--- config.mk ---
export PLATFORM = sky130hd
export DESIGN_NAME = sort_job_arbiter
export DESIGN_NICKNAME = d
export VERILOG_FILES = /design/src/rtl/sort_job_arbiter.sv
export SDC_FILE = /design/constraint.sdc
export NUM_CORES = 1
export LEC_CHECK = 0
export BUFFER_PORTS_ARGS = -buffer_cell sky130_fd_sc_hd__buf_2
export CAP_MARGIN = 0
export CORE_AREA = 2 2 203 105
export DETAILED_ROUTE_END_ITERATION = 6
export DIE_AREA = 0 0 205 107
export GPL_TIMING_DRIVEN = 0
export PLACE_DENSITY_LB_ADDON = 0.08
export SETUP_SLACK_MARGIN = 0.2
export SYNTH_ARGS = -nofsm -noshare
export SYNTH_HDL_FRONTEND = slang
export SYNTH_SLANG_ARGS = --single-unit
--- constraint.sdc ---
create_clock -name clk -period 4.65 [get_ports clk]
set_clock_uncertainty 0.15 [all_clocks]
set_input_delay 0.2325 -clock clk [delete_from_list [all_inputs] [get_ports clk]]
set_output_delay 0.2325 -clock clk [all_outputs]
set_load 0.005 [all_outputs]
--- src/rtl/sort_job_arbiter.sv ---
`timescale 1ns/1ps
// Round-robin arbiter sharing one 8-byte sorter core between requesters A and B.
// Each job clears the sorter, runs it until done, and parks the result per requester.
module sort_job_arbiter #(
    parameter int CLR_CYCLES = 1,
    parameter int MAX_WAIT   = 15
) (
    input  logic        clk,
    input  logic        rst_n,
    input  logic        a_req_valid,
    input  logic [63:0] a_req_data,
    output logic        a_req_ready,
    output logic        a_res_valid,
    output logic [63:0] a_res_data,
    input  logic        a_res_ready,
    input  logic        b_req_valid,
    input  logic [63:0] b_req_data,
    output logic        b_req_ready,
    output logic        b_res_valid,
    output logic [63:0] b_res_data,
    input  logic        b_res_ready,
    output logic        srt_rst_n,
    output logic        srt_ready,
    output logic [63:0] srt_data_in,
    input  logic [63:0] srt_data_out,
    input  logic        srt_done,
    output logic        busy,
    output logic        err
);
    localparam int WW = $clog2(MAX_WAIT + 1);

    typedef enum logic [1:0] {
        IDLE = 2'd0,
        CLR  = 2'd1,
        RUN  = 2'd2
    } state_t;

    state_t        state_reg, state_next;
    logic [1:0]    clr_cnt_reg;
    logic [WW-1:0] wait_cnt_reg;
    logic          owner_reg;
    logic          prio_b_reg;
    logic          err_reg;
    logic [63:0]   job_reg;

    logic [1:0]    req_valid_v;
    logic [1:0]    res_ready_v;
    logic [1:0]    res_valid_v;
    logic [63:0]   res_data_v [2];
    logic [1:0]    elig;
    logic [1:0]    grant;
    logic          capture;
    logic          abort;
    logic          clr_active;
    logic          run_ready;

    assign req_valid_v = {b_req_valid, a_req_valid};
    assign res_ready_v = {b_res_ready, a_res_ready};
    // A requester with an unconsumed result may not start another job.
    assign elig        = req_valid_v & ~res_valid_v;

    always_comb begin
        state_next = state_reg;
        grant      = 2'b00;
        capture    = 1'b0;
        abort      = 1'b0;
        clr_active = 1'b0;
        run_ready  = 1'b0;
        case (state_reg)
            IDLE: begin
                if (elig == 2'b11)
                    grant = prio_b_reg ? 2'b10 : 2'b01;
                else
                    grant = elig;
                if (grant != 2'b00)
                    state_next = CLR;
            end
            CLR: begin
                clr_active = 1'b1;
                if (clr_cnt_reg == 2'(CLR_CYCLES - 1))
                    state_next = RUN;
            end
            RUN: begin
                if (srt_done) begin
                    capture    = 1'b1;
                    state_next = IDLE;
                end else begin
                    run_ready = 1'b1;
                    if (wait_cnt_reg == WW'(MAX_WAIT - 1)) begin
                        abort      = 1'b1;
                        state_next = IDLE;
                    end
                end
            end
            default: state_next = IDLE;
        endcase
    end

    always_ff @(posedge clk or negedge rst_n) begin
        if (!rst_n) begin
            state_reg    <= IDLE;
            clr_cnt_reg  <= 2'd0;
            wait_cnt_reg <= '0;
            owner_reg    <= 1'b0;
            prio_b_reg   <= 1'b0;
            err_reg      <= 1'b0;
            job_reg      <= 64'd0;
        end else begin
            state_reg    <= state_next;
            clr_cnt_reg  <= (state_reg == CLR && state_next == CLR) ? clr_cnt_reg + 2'd1 : 2'd0;
            wait_cnt_reg <= (state_reg == RUN && state_next == RUN) ? wait_cnt_reg + WW'(1) : '0;
            if (grant != 2'b00) begin
                job_reg    <= grant[1] ? b_req_data : a_req_data;
                owner_reg  <= grant[1];
                // Whoever was just served loses the next tie.
                prio_b_reg <= grant[0];
            end
            if (abort)
                err_reg <= 1'b1;
        end
    end

    for (genvar gi = 0; gi < 2; gi++) begin : g_res
        logic        valid_reg;
        logic [63:0] data_reg;

        always_ff @(posedge clk or negedge rst_n) begin
            if (!rst_n) begin
                valid_reg <= 1'b0;
                data_reg  <= 64'd0;
            end else if (capture && owner_reg == 1'(gi)) begin
                valid_reg <= 1'b1;
                data_reg  <= srt_data_out;
            end else if (res_ready_v[gi]) begin
                valid_reg <= 1'b0;
            end
        end

        assign res_valid_v[gi] = valid_reg;
        assign res_data_v[gi]  = data_reg;
    end

    assign a_req_ready = grant[0];
    assign b_req_ready = grant[1];
    assign a_res_valid = res_valid_v[0];
    assign b_res_valid = res_valid_v[1];
    assign a_res_data  = res_data_v[0];
    assign b_res_data  = res_data_v[1];
    assign srt_rst_n   = rst_n & ~clr_active;
    assign srt_ready   = run_ready;
    assign srt_data_in = job_reg;
    assign busy        = (state_reg != IDLE);
    assign err         = err_reg;

endmodule
==> results of run 1 <==
[power groups by stage]
stage                     registers (mW)  logic (mW)  clock network (mW)
final                               3.10        3.93                1.79
after global routing                3.21        4.27                1.90
after CTS                           3.09        3.87                1.83
after detailed placement            3.11        3.31                   0
after global placement              3.08        3.27                   0
after floorplan                     3.17        1.63                   0
[metrics by stage]
step            util  instance area (sq um)  hold slack (ps)
4_1_cts        0.692                  14000            0.487
2_1_floorplan      -                   9000             -213
3_5_place_dp   0.563                  11400              158
3_3_place_gp   0.561                  11300              264
6_report       0.692                  14000             21.0
5_1_grt        0.692                  14000             20.8
[worst register-to-register path, cell delays in order (launching register included)]
cell           delay [ps]
dfrtp_1               470
clkbuf_1              410
clkbuf_1              400
a2111oi_0             220
a211oi_1              270
dlygate4sd3_1         590
[worst max path at each step]
stage / startpoint / endpoint / slack (ps)
finish: prio_b_reg / srt_data_in[53] / 2090
global route: prio_b_reg / srt_data_in[60] / 1910
CTS: state_reg[1] / a_req_ready / 2120
detailed placement: state_reg[0] / a_res_data[25] / 2650
global placement: rst_n / srt_data_in[44] / -400
floorplan: state_reg[0] / a_res_data[46] / 2950
[cell families (layout without fill, tap and decap cells)]
logic type                 after synthesis  in the layout  share of synthesized area
DFF                                    205            205                      0.570
buffers and inverters                  142            764                     0.0758
AOI/OAI and AO/OA                      139            139                      0.124
muxes                                  128            128                      0.160
and+or+nand+nor                         86             86                     0.0638
adders and majority gates                3              3                    0.00417
xor gates and xnor gates                 2              2                    0.00195
[metal layers]
layer	routed length (microns)	part of all wire	vias up	global-route usage
met1	13900	0.46	4173	0.386
met2	13500	0.44	365	0.421
li1	-	-	3858	-
met5	0	0	-	0
met4	912	0.030	0	0.0802
met3	2180	0.071	75	0.0605
[final cells by class]
type                       instances  area (sq um)  share of cell area
clock buffer                      25           561              0.0401
multi-input combinational        358          3190               0.228
clock inverter                    10           163              0.0116
inverter                          71           267              0.0191
timing repair buffer             587          3910               0.280
buffer                            71           415              0.0297
sequential                       205          5130               0.367
tap                              273           342              0.0244
[cells in the final DEF, fill, tap and decap left out, types with 3 or more instances in the layout]
master	count
ha_1	3
a211oi_1	65
dlygate4sd3_1	188
clkbuf_1	35
inv_1	70
clkbuf_16	21
mux2_2	58
buf_6	13
bufinv_16	4
a2111oi_0	64
buf_4	8
mux2_1	70
nor4_1	64
dfrtp_1	205
buf_2	414
nor2_1	5
==> impl_metrics.json, run 1 <==
{
  "status": "finished clean",
  "routed_via_density": 5.29,
  "relSlewSlack": 0.529,
  "finalHoldViolations": 0,
  "ant_nets": 0,
  "fin_crit_ps": 2560,
  "cts_resized": 0,
  "dp_slack_ps": 2650,
  "cp_top_family": "buffers and inverters",
  "rrSetupSlack_ps": 2090,
  "start_kind": "flip-flop",
  "powerDensity_mw_per_mm2": 631,
  "irDropWorstVdd_uv": 323,
  "grt_max_degree": 114,
  "die_y_microns": 107,
  "cpMaxStageDelayCell": "dlygate4sd3_1",
  "cp_cell_sequence": "clkbuf_1 -> clkbuf_1 -> a2111oi_0 -> a211oi_1 -> dlygate4sd3_1",
  "cts_made_buffers": 20,
  "synth_area_leaders": "dfrtp_1 (57%), mux2_1 (8.8%), mux2_2 (7.3%)",
  "drc": 0,
  "clk_latency_ps": 480,
  "grt_overflow": 0,
  "nFillCells": 1563,
  "cp_num_buf_inv": 3,
  "finalCritPeriodShare": 0.551,
  "setup_tns_ps": 0,
  "instances_no_fill": 1600,
  "grt_antenna_before_repair": 0,
  "cp_common_cell": "clkbuf_1",
  "ys_types": 36,
  "wirelength_mm": 30.5,
  "switchingPower_mw": 3.08,
  "hold_path_end": "srt_data_in[33]",
  "postCtsHoldBufs": 188,
  "reg2reg_to": "srt_data_in[53]",
  "rows": 37,
  "seq_power_share": 0.352,
  "synth.yosys.seq_area_share": 0.570,
  "crit_required_ps": 4920,
  "cpPeakStageDelay_ps": 590,
  "worstMarginPinSlew_ps": 707,
  "via_count": 8471,
  "numPlacedInstances": 1377,
  "synth.largest_area_cell": "dfrtp_1",
  "switching_share": 0.349,
  "htreeDepth": 1,
  "grt_pass1_vias": 8727,
  "track_usage": 0.273,
  "core-area_sq_mm": 0.0202,
  "syn_inst": 705,
  "cp_data_arrival_time_ps": 2840,
  "post-cts-setup-buffers": 0,
  "fmax_mhz": 390,
  "routabilityCongestion": 0.857,
  "cts_sinks": 205,
  "reg2regPathDepth": 5,
  "post-synth-top-count-cell": "dfrtp_1",
  "cts_tree": "yes",
  "ys_seq_elements": 205,
  "post_drt_wl_per_cell_microns": 19.1,
  "path_clk_slew_ps": 70,
  "initial_core_util": 0.446,
  "dr.pass1.iters": 5,
  "postSynthAreaPerCell_sq_um": 12.8,
  "diodes": 0,
  "rsz0062_at_grt": "false",
  "hp-start": "a_req_data[33]",
  "synth-async-reset-ratio": 1.00,
  "pwr-share-clk": 0.203,
  "hp-class": "in -> reg",
  "yosysWarningCount": 0,
  "synth_top_area_frac": 0.570,
  "synth_edf_count": 0,
  "hold_depth": 3,
  "io_pins": 399,
  "r2r_start": "prio_b_reg",
  "cp-end-kind": "flip-flop",
  "final_layout_size_suffix_gt1_frac": 0.402,
  "fin_ws_ps": 2090,
  "crit_type": "reg -> reg",
  "finalSetupViolations": 0,
  "fp.dieArea_sq_mm": 0.0219,
  "total_power_mw": 8.82,
  "die_w_microns": 205,
  "io_buffers": 398,
  "synthFlopType": "dfrtp_1",
  "synth_nets": 907,
  "nNetsFinal": 1516,
  "power_frac_comb": 0.446,
  "dp.final_hpwl_mm": 21.2,
  "cap_violations": 0,
  "cts_buffer_depth": 3,
  "drtIter0Drc": 700,
  "p_int_mw": 5.75,
  "crit_path_max_fanout": 10,
  "synthTopCellsByCount": "dfrtp_1 (205), inv_1 (70), mux2_1 (70), a211oi_1 (65)",
  "syn-cell-area_sq_mm": 0.00900,
  "grt_first_pass_wirelength_mm": 47.2,
  "slew_viol_final": 0,
  "crit_cells": 5,
  "area_growth_pct": 55.3,
  "cts-root-buf": "clkbuf_16",
  "power.leakage_nw": 6.58
}
(Power assumes the default switching activity.)
==> run 2: changes to the inputs <==
==> constraint.sdc (replaced) <==
create_clock -name clk -period 2.55 [get_ports clk]
set_clock_uncertainty 0.15 [all_clocks]
set_input_delay 0.1275 -clock clk [delete_from_list [all_inputs] [get_ports clk]]
set_output_delay 0.1275 -clock clk [all_outputs]
set_load 0.005 [all_outputs]
==> run 2 against run 1 <==
The run now ends with design-rule violations left. Final cell count rose by 0.50%. Non-clock buffer count up 7. Hold slack gained 12 ps. Die area did not move. Critical path type unchanged. Largest cell class unchanged.
==> impl_metrics.json, run 2 (synthesis results as in run 1) <==
{
  "crit_path_max_fanout": 19,
  "htreeDepth": 1,
  "powerDensity_mw_per_mm2": 1100,
  "cpPeakStageDelay_ps": 440,
  "clk_latency_ps": 490,
  "cp_data_arrival_time_ps": 2490,
  "ant_nets": 0,
  "crit_type": "reg -> reg",
  "status": "finished, violations left",
  "rsz0062_at_grt": "false",
  "numPlacedInstances": 1377,
  "final_area_sq_mm": 0.0141,
  "drtIter0Drc": 785,
  "violations": "design-rule violations",
  "crit_required_ps": 2760,
  "fmax_mhz": 438,
  "finalSetupViolations": 0,
  "track_usage": 0.286,
  "cts_made_buffers": 20,
  "grt_antenna_before_repair": 0,
  "place_area_sq_mm": 0.0114,
  "io_buffers": 398,
  "cts_buffer_depth": 3,
  "final_cell_mix": "buf_2 (410), dfrtp_1 (205), dlygate4sd3_1 (196), inv_1 (70), mux2_1 (70)",
  "grt_first_pass_wirelength_mm": 49.5,
  "fp.dieArea_sq_mm": 0.0219,
  "grt_max_degree": 114,
  "critPathLaunch": "b_res_valid",
  "instances_no_fill": 1608,
  "routabilityCongestion": 0.857,
  "cts_tree": "yes",
  "power.leakage_nw": 6.69,
  "r2r_start": "b_res_valid",
  "finalCritPeriodShare": 0.895,
  "initial_core_util": 0.446,
  "drc": 3,
  "layout_commonest_cell": "buf_2",
  "cts-root-buf": "clkbuf_16",
  "cap_violations": 0,
  "die_w_microns": 205,
  "post_drt_wl_per_cell_microns": 20.0,
  "dr.pass1.iters": 7,
  "area_growth_pct": 56.9,
  "hold-worst-slack_ps": 32.6,
  "dp.final_hpwl_mm": 21.2,
  "cp_cell_sequence": "nor2b_1 -> buf_4 -> clkbuf_1 -> a2111oi_0 -> a211oi_1",
  "post-cts-setup-buffers": 0,
  "cts_sinks": 205,
  "grt_overflow": 0,
  "via_count": 8847,
  "io_pins": 399,
  "nFillCells": 1500,
  "core-area_sq_mm": 0.0202,
  "cp-end-kind": "flip-flop",
  "nNetsFinal": 1523,
  "worstMarginPinSlew_ps": 675,
  "fin_crit_ps": 2280,
  "final_layout_size_suffix_gt1_frac": 0.409,
  "routed_via_density": 5.50,
  "path_clk_slew_ps": 70,
  "slew_viol_final": 0,
  "rows": 37,
  "hp-class": "in -> reg",
  "wirelength_mm": 32.2,
  "start_kind": "flip-flop",
  "die_y_microns": 107,
  "grt_pass1_vias": 9109,
  "irDropWorstVdd_uv": 590,
  "finalHoldViolations": 0,
  "hp-start": "srt_done",
  "cpMaxStageDelayCell": "dfrtp_1",
  "relSlewSlack": 0.538
}
[run 2: cell types whose count changed in the layout (fill, tap and decap cells not counted), sizes merged]
cell | before | now
diode | 0 | 1
buf | 437 | 436
dlygate4sd3 | 188 | 196
[run 2: through the flow]
stage                     worst slack (ps)  total power [mW]  setup TNS [ps]  utilization
after floorplan                        845              8.75               0            -
after global placement               -2400              11.6         -487480        0.561
after detailed placement               545              11.7               0        0.563
after CTS                              207              15.3               0        0.697
after global routing                   205              16.4               0        0.699
final                                  267              15.5               0        0.700
[run 2: critical path, delay by kind of cell (launching register included)]
kind / cells / cell delay, ps
buf+inv: 2 / 740
compound gates: 2 / 590
flops: 1 / 440
simple gates: 1 / 220
[run 2: what timing repair did]
item | in CTS | in global routing
gates resized for setup | 2 | 27
pin swaps | 0 | 1
cloned | 0 | 0
setup endpoints to repair | 1 | 3
endpoints found under the hold margin | 286 | 0
hold buffers | 196 | 0
[run 2: final cells by class]
class / instances / area [sq um] / share of cell area
repair buffers: 595 / 3990 / 0.283
multi-input cells: 358 / 3230 / 0.229
clock inverters: 10 / 163 / 0.0115
flip-flops and latches: 205 / 5130 / 0.363
well taps: 273 / 342 / 0.0242
plain buffers: 70 / 430 / 0.0305
clock buffers: 25 / 561 / 0.0397
inverters: 71 / 269 / 0.0191
diodes: 1 / 2.50 / 0.000177
[run 2: final timing paths]
kind	to	slack, ps	cells after the start
min in group asynchronous	a_res_data[51]	100	2
setup reg to reg	srt_data_in[1]	270	5
setup / recovery	srt_data_in[1]	270	5
hold reg to reg	clr_cnt_reg[0]	280	1
hold / removal	wait_cnt_reg[1]	30	4
max in group asynchronous	srt_data_in[49]	1120	3
[run 2: power breakdown]
group          total, mW  internal (mW)  switching [mW]  leakage (nW)
registers           5.67           4.84           0.832          2.41
logic               6.57           3.06            3.51          3.93
clock network       3.26           1.98            1.29         0.349
total               15.5           9.87            5.63          6.69
[run 2: per-layer routing]
layer / GRT usage / vias up / wire [microns]
li1: - / 3878 / -
met1: 0.388 / 4303 / 13700
met2: 0.444 / 534 / 14300
met3: 0.0641 / 132 / 2740
met4: 0.123 / 0 / 1460
met5: 0 / - / 0
